===== config.mk =====
export PLATFORM = sky130hd
export DESIGN_NAME = imem_loader
export DESIGN_NICKNAME = d
export VERILOG_FILES = /design/src/rtl/imem_loader_pkg.sv /design/src/rtl/imem_byte_packer.sv /design/src/rtl/imem_loader.sv
export SDC_FILE = /design/constraint.sdc
export NUM_CORES = 1
export LEC_CHECK = 0
export BUFFER_PORTS_ARGS = -buffer_cell sky130_fd_sc_hd__buf_4
export CORE_MARGIN = 4
export CORE_UTILIZATION = 55
export DETAILED_ROUTE_END_ITERATION = 12
export PLACE_DENSITY = 0.77
export SETUP_SLACK_MARGIN = 0.02
export SYNTH_ARGS = -nofsm -noshare
export SYNTH_HDL_FRONTEND = slang
export SYNTH_SLANG_ARGS = --single-unit

===== constraint.sdc =====
create_clock -name clk -period 3.6 [get_ports clk]
set_clock_uncertainty 0.1 [all_clocks]
set_input_delay 0.72 -clock clk [delete_from_list [all_inputs] [get_ports clk]]
set_output_delay 0.72 -clock clk [all_outputs]
set_load 0.02 [all_outputs]

===== src/rtl/imem_loader_pkg.sv =====
// Shared state encoding and framing constants for the instruction-memory boot loader.
package imem_loader_pkg;

    typedef enum logic [2:0] {
        S_IDLE  = 3'd0,
        S_HDR   = 3'd1,
        S_DATA  = 3'd2,
        S_WRITE = 3'd3,
        S_CHK   = 3'd4,
        S_DONE  = 3'd5,
        S_ERR   = 3'd6
    } state_t;

    localparam int BYTES_PER_WORD = 4;
    localparam int HDR_BYTES      = 4;

endpackage


===== src/rtl/imem_byte_packer.sv =====
// Little-endian byte-to-word shifter shared by the header and data phases.
module imem_byte_packer
    import imem_loader_pkg::*;
(
    input  logic        clk,
    input  logic        reset,
    input  logic        clr_i,
    input  logic        shift_i,
    input  logic [7:0]  byte_i,
    output logic [31:0] word_o,
    output logic [1:0]  byte_cnt_o,
    output logic        word_full_o
);

    logic [31:0] word_q, word_d;
    logic [1:0]  cnt_q, cnt_d;

    // New bytes enter at the top, so after four shifts byte 0 sits in [7:0].
    assign word_d      = {byte_i, word_q[31:8]};
    assign cnt_d       = cnt_q + 2'd1;
    assign word_o      = word_d;
    assign byte_cnt_o  = cnt_q;
    assign word_full_o = shift_i && (cnt_q == 2'(BYTES_PER_WORD - 1));

    always_ff @(posedge clk or posedge reset) begin
        if (reset) begin
            word_q <= '0;
            cnt_q  <= '0;
        end else if (clr_i) begin
            word_q <= '0;
            cnt_q  <= '0;
        end else if (shift_i) begin
            word_q <= word_d;
            cnt_q  <= cnt_d;
        end
    end

endmodule


===== src/rtl/imem_loader.sv =====
// Boot loader: header word count, then N little-endian words written to instruction RAM.
// Optional trailing XOR checksum byte when LOADER_CHECKSUM_EN is defined.
module imem_loader
    import imem_loader_pkg::*;
#(
    parameter int DATA_WIDTH = 32,
    parameter int ADDR_WIDTH = 8
) (
    input  logic                  clk,
    input  logic                  reset,
    input  logic                  start,
    input  logic [7:0]            rx_data,
    input  logic                  rx_valid,
    output logic                  rx_ready,
    output logic                  mem_we,
    output logic [ADDR_WIDTH-1:0] mem_addr,
    output logic [DATA_WIDTH-1:0] mem_wdata,
    output logic                  cpu_hold,
    output logic                  busy,
    output logic                  done,
    output logic                  error
);

    localparam int MAX_WORDS = 2 ** ADDR_WIDTH;

    state_t                state_q, state_d;
    logic [ADDR_WIDTH:0]   idx_q, idx_d, idx_inc;
    logic [ADDR_WIDTH:0]   n_q, n_d;
    logic [ADDR_WIDTH-1:0] addr_q, addr_d;
    logic [DATA_WIDTH-1:0] wdata_q, wdata_d;
    logic [31:0]           packed_word;
    logic [1:0]            byte_cnt;
    logic                  word_full;
    logic                  take;
    logic                  restart;
`ifdef LOADER_CHECKSUM_EN
    logic [7:0]            xor_q, xor_d;
`endif

    assign restart = start && (state_q == S_IDLE || state_q == S_DONE || state_q == S_ERR);
    assign take    = rx_valid && rx_ready && (state_q == S_HDR || state_q == S_DATA);
    assign idx_inc = idx_q + (ADDR_WIDTH + 1)'(1);

    imem_byte_packer u_packer (
        .clk         (clk),
        .reset       (reset),
        .clr_i       (restart),
        .shift_i     (take),
        .byte_i      (rx_data),
        .word_o      (packed_word),
        .byte_cnt_o  (byte_cnt),
        .word_full_o (word_full)
    );

    always_comb begin
        state_d = state_q;
        idx_d   = idx_q;
        n_d     = n_q;
        addr_d  = addr_q;
        wdata_d = wdata_q;
`ifdef LOADER_CHECKSUM_EN
        xor_d   = xor_q;
`endif
        case (state_q)
            S_IDLE, S_DONE, S_ERR: begin
                if (start) begin
                    state_d = S_HDR;
                    idx_d   = '0;
`ifdef LOADER_CHECKSUM_EN
                    xor_d   = '0;
`endif
                end
            end
            S_HDR: begin
                if (word_full) begin
                    if (packed_word == '0) begin
                        state_d = S_DONE;
                    end else if (packed_word > 32'(MAX_WORDS)) begin
                        state_d = S_ERR;
                    end else begin
                        n_d     = packed_word[ADDR_WIDTH:0];
                        state_d = S_DATA;
                    end
                end
            end
            S_DATA: begin
`ifdef LOADER_CHECKSUM_EN
                if (take) xor_d = xor_q ^ rx_data;
`endif
                // Address/data are registered here so they are stable in WRITE and hold afterwards.
                if (word_full) begin
                    addr_d  = idx_q[ADDR_WIDTH-1:0];
                    wdata_d = packed_word;
                    state_d = S_WRITE;
                end
            end
            S_WRITE: begin
                idx_d = idx_inc;
                if (idx_inc == n_q) begin
`ifdef LOADER_CHECKSUM_EN
                    state_d = S_CHK;
`else
                    state_d = S_DONE;
`endif
                end else begin
                    state_d = S_DATA;
                end
            end
`ifdef LOADER_CHECKSUM_EN
            S_CHK: begin
                if (rx_valid) state_d = (rx_data == xor_q) ? S_DONE : S_ERR;
            end
`endif
            default: state_d = S_IDLE;
        endcase
    end

    always_ff @(posedge clk or posedge reset) begin
        if (reset) begin
            state_q <= S_IDLE;
            idx_q   <= '0;
            n_q     <= '0;
            addr_q  <= '0;
            wdata_q <= '0;
`ifdef LOADER_CHECKSUM_EN
            xor_q   <= '0;
`endif
        end else begin
            state_q <= state_d;
            idx_q   <= idx_d;
            n_q     <= n_d;
            addr_q  <= addr_d;
            wdata_q <= wdata_d;
`ifdef LOADER_CHECKSUM_EN
            xor_q   <= xor_d;
`endif
        end
    end

`ifdef LOADER_CHECKSUM_EN
    assign rx_ready = (state_q == S_HDR) || (state_q == S_DATA) || (state_q == S_CHK);
    assign busy     = (state_q == S_HDR) || (state_q == S_DATA) || (state_q == S_WRITE) ||
                      (state_q == S_CHK);
`else
    assign rx_ready = (state_q == S_HDR) || (state_q == S_DATA);
    assign busy     = (state_q == S_HDR) || (state_q == S_DATA) || (state_q == S_WRITE);
`endif
    assign mem_we    = (state_q == S_WRITE);
    assign mem_addr  = addr_q;
    assign mem_wdata = wdata_q;
    assign done      = (state_q == S_DONE);
    assign error     = (state_q == S_ERR);
    assign cpu_hold  = (state_q != S_DONE);

endmodule


# Yosys cells after proc, flatten, opt, wreduce, memory -nomap -nowiden
# Cells that the tools add are included.
dict set report totals {
  ff_bits 95
  elab_cells 53
  output_inout_bits 46
  input_bits 12
}
dict set report op_classes {
  order_cmp 1
  n_mux 13
  n_eq_ne 11
  bitwise 2
  addsub 2
  reduce_logical 17
}
# cell count
set ops {}
lappend ops {{$mux W32} 2}
lappend ops {{$gt A32 B9 Y1 const B} 1}
lappend ops {{$logic_not A32 Y1} 1}
lappend ops {{$mux W3} 6}
lappend ops {{$pmux W9 S2} 1}
lappend ops {{$pmux W3 S4} 1}
lappend ops {{$add A9 B1 Y9 const B} 1}
lappend ops {{$eq A9 B9 Y1} 1}
lappend ops {{$mux W9} 1}
lappend ops {{$eq A3 B2 Y1 const B} 2}
lappend ops {{$eq A3 B3 Y1 const B} 2}
lappend ops {{$logic_and A1 B1 Y1} 4}
lappend ops {{$logic_or A1 B1 Y1} 4}
lappend ops {{$mux W2} 2}
lappend ops {{$ne A2 B1 Y1 const B} 2}
lappend ops {{$reduce_and A2 Y1} 2}
lappend ops {{$reduce_and A4 Y1} 1}
lappend ops {{$reduce_bool A2 Y1} 2}
lappend ops {{$eq A3 B1 Y1 const B} 1}
lappend ops {{$logic_not A3 Y1} 1}
lappend ops {{$ne A3 B3 Y1 const B} 1}
lappend ops {{$reduce_and A3 Y1} 1}
lappend ops {{$reduce_or A3 Y1} 1}
lappend ops {{$add A2 B1 Y2 const B} 1}
lappend ops {{3 further kinds} 4}

# Logic depth before layout (Yosys ltp)
dict set report depth {
  word_depth 7
  ltp_mapped 8
  ltp_nobuf 7
}

# Modules after synthesis
# A second synthesis with hierarchy kept.
dict set report hier_totals {
  cells_unflattened 341
  hier_area_um2 4091.4
}
# module n_inst seq_area_each_um2 area_per_inst_um2 cells_per_inst
set modules_own_cells {}
lappend modules_own_cells {imem_loader 1 1526.5 2932.8 246}
lappend modules_own_cells {imem_byte_packer 1 650.6 1158.6 95}

# Least setup slack after synthesis
# No wires, ideal clock.
dict set report synth_timing {
  path_type {input -> register}
  startpoint {input rx_valid}
  endpoint {register n_q[0]}
  required_ns 3.375
  arrival_ns 2.002
  n_path_buf 1
  path_slack_ns 1.372
  path_stages 6
  setup_ns 0.125
  path_cell_list {nand3b_1 > a32o_2 > or3_4 > nand2b_4 > buf_6 > mux2_4}
}
dict set report synth_via {
  elab_chain_cells 4
}
# element line_no
set synth_rtl {}
lappend synth_rtl {{start: declaration} imem_loader.sv:13} ;# input logic rx_valid,
lappend synth_rtl {{$logic_and A1 B1 Y1 (2 in series)} imem_loader.sv:41} ;# assign take = rx_valid && rx_ready && (state_q == S_HDR || state_q == S_DATA);
lappend synth_rtl {{$logic_and A1 B1 Y1} imem_byte_packer.sv:23} ;# assign word_full_o = shift_i && (cnt_q == 2'(BYTES_PER_WORD - 1));
lappend synth_rtl {{$reduce_and A4 Y1 (no line)} n/a}
lappend synth_rtl {{end signal: assignment} imem_loader.sv:131} ;# n_q <= n_d;
lappend synth_rtl {{end: declaration} imem_loader.sv:28} ;# logic [ADDR_WIDTH:0] n_q, n_d;
# No other way between the ends.
# A chain may end at the register's enable or synchronous reset.

# Final worst setup path
dict set report layout_timing {
  startpoint {register state_q[2]}
  endpoint {output mem_we}
}
dict set report layout_via {
  elab_chain_cells 1
}
# element line_no
set layout_rtl {}
lappend layout_rtl {{start: declaration} imem_loader.sv:26} ;# state_t state_q, state_d;
lappend layout_rtl {{start signal: assignment} imem_loader.sv:129} ;# state_q <= state_d;
lappend layout_rtl {{$eq A3 B2 Y1} imem_loader.sv:148} ;# assign mem_we = (state_q == S_WRITE);
lappend layout_rtl {{end: declaration} imem_loader.sv:15} ;# output logic mem_we,
# No other way between the ends.

==> metrics.cfg <==
[cells_and_area]
finalNetCount=422
area_growth_pct=17.8
layout.cells.non_filler=509
design_area_sq_mm=0.00465
fillers=533
layout-drive-gt1-share=0.324
diodes=0

[critical_path]
crit_type=flip-flop to output pin
rr_worst_depth=7
crit_chain=inv_1 > nand3_1 > inv_1 > buf_4
max_stage_delay_ps=500
r2r_start=idx_q[0]
start_kind=flip-flop
crit_path_max_fanout=15
cp.arrival_ps=2040
crit_required_ps=2780
cpMostUsedCell=inv_1
endpoint_kind=output pin
critPathSlowestCell=dfrtp_1
r2r-end=state_q[2]
reg2reg_setup_slack_ps=1260

[clock_network]
ctsHoldBuffers=0
numCtsBuffers=9
cts_sinks=87
clock_latency_ps=350
clk_pin_slew_ps=90
cts_setup_buffers=0
cts_resized=0
tritoncts=built
cts_root_buffer=clkbuf_8
max-clock-path-buffers=2
cts_htree_levels=3

[pwr]
finalPower_mw=3.41
p_per_area_mw_per_mm2=734
ir_drop_uv=452
p_leak_nw=2.32

[drt]
antenna_left=0
dr.pass1.iters=4
viasPerCell=5.51
via_count=2804
drt_wl_total_microns=8010
drt_iter0_drc=79
wl_per_cell_microns=15.7
drc=0

[logic_synthesis]
synth_seq_cells=87
syn_area_sq_mm=0.00395
synth_area_leaders=dfrtp_1, mux2_2, nand2_1, a21oi_1, mux2_4
yosysTopAreaCell=dfrtp_1
synth_top_area_frac=0.551
syn_inst=355
synthMuxAreaShare=0.156
yosysUniqueCellTypes=39
synth_top_family_by_area=multiplexers
synth-simple-area-share=0.138
synth.avg_cell_area_sq_um=11.1
yosys.area_share.xor_xnor=0.0377
yosys_warnings=0
syn_nets=369
synth_fa_ha_area_frac=0.00634
synth_compound_area_frac=0.0795
synth_seq_area_share=0.551

[sta]
final.period_utilization=0.794
setup_viol=0
finalHoldViolCount=0
setup_tns_ps=0
tightest_slew_ps=967
slew_headroom=0.353
rsz0062_at_grt=no
fin_crit_ps=2860
fmaxAchievable_mhz=350
slew_viol_final=0

[run_status]
run_status=finished, final reports clean

[global_routing]
grt-ovfl-total=0
grt_pass1_wl_microns=13700
grt_use_total=0.202
grt_pass1_vias=2819
antenna_found_initial=0
grt_max_degree=49

[placement]
dp.cells=493
gp_congestion=0.798
portBuffers=57
hpwl_microns=5740
placed_cell_area_sq_mm=0.00444

[floorplan]
die_area_sq_mm=0.00860
io_pins=58
start_util=0.575
core_sq_mm=0.00687
die_y_microns=92.7
placementRows=30
fp.dieW_microns=92.7

[run]
maxCapViolCount=0

[worst_hold_path]
min_path_type=input port to async pin

[worst max-delay path, delay by kind of cell (launching register included)]
kind	cells	cell delay, ps
AND/OR/NAND/NOR	1	430
buffers and inverters	3	760
flip-flops	1	500
[layout make-up]
class | count | area (sq um) | share of cell area
Clock buffer | 11 | 151 | 0.0325
Clock inverter | 5 | 63.8 | 0.0137
Inverter | 5 | 20.0 | 0.00430
Multi-Input combinational cell | 243 | 1660 | 0.356
Sequential cell | 87 | 2180 | 0.468
Tap cell | 96 | 120 | 0.0258
Timing Repair Buffer | 62 | 465 | 0.100
[synth_stat cells, drive strengths merged]
library cell	instances
o21a	1
a21o	1
and2	3
nand2	64
nor3b	2
and4	2
a32oi	1
nand3b	1
dfrtp	87
nor2	16
o21ai	15
a221o	1
a31oi	1
nor4b	1
and3	3
mux2i	3
o22ai	2
nor3	4
xnor2	9
inv	5
nand4	2
a32o	1
clkbuf	7
buf	13
nor2b	1
o31ai	4
or3	1
ha	2
xor2	8
a21oi	29
nand2b	1
mux2	49
nor4	8
nand3	7
[logic make-up after synthesis]
group | count (synthesis)
AOI/OAI and AO/OA | 56
adders and majority gates | 2
xor gates and xnor gates | 17
buffers and inverters | 25
DFF | 87
and+or+nand+nor | 116
muxes | 52
[through the flow]
step                 util  hold slack (ps)  worst slack (ps)
floorplan               -              367               530
global placement    0.646              391              1070
detailed placement  0.646              397              1050
CTS                 0.677              404               754
global route        0.677              427               604
finish              0.677              394               742
[placed cells by master, fill, tap and decap left out, types with 8 or more instances in the layout]
cell type	netlist	routed
clkbuf_8	0	11
o21ai_0	14	14
a21oi_1	29	29
nor2_1	16	16
nand2_1	64	64
mux2_2	40	40
xnor2_1	9	9
buf_4	2	62
mux2_4	9	9
xor2_1	8	8
dfrtp_1	87	87
nor4_1	8	8
[routing by layer]
| layer | share of wire | track usage | vias to the layer above | wire length, microns |
|---|---|---|---|---|
| met4 | 0.015 | 0.0879 | 0 | 119 |
| met1 | 0.42 | 0.251 | 1371 | 3380 |
| met5 | 0 | 0 | - | 0 |
| li1 | - | - | 1343 | - |
| met2 | 0.51 | 0.341 | 77 | 4070 |
| met3 | 0.054 | 0.0398 | 13 | 436 |
[power by group]
part           switching [mW]  total [mW]  internal, mW
Sequential              0.249        1.46          1.21
Combinational           0.715        1.24         0.525
Clock                   0.352       0.717         0.365
Total                    1.32        3.41          2.10
[flip-flops by register name (all words and copies together), names as in the netlist]
signal	cells
n_q	9
state_q	3
mem_addr	8
u_packer.byte_cnt_o	2
u_packer.word_q	24
mem_wdata	32
idx_q	9
[worst max-delay path by stage]
stage                             to  slack (ps)        from
after floorplan             idx_q[0]         530       reset
after global placement    state_q[1]        1070  rx_data[2]
after detailed placement  state_q[1]        1050  rx_data[2]
after CTS                     mem_we         750  state_q[2]
after global routing          mem_we         600  state_q[2]
final                         mem_we         740  state_q[2]
(Power assumes the default switching activity.)
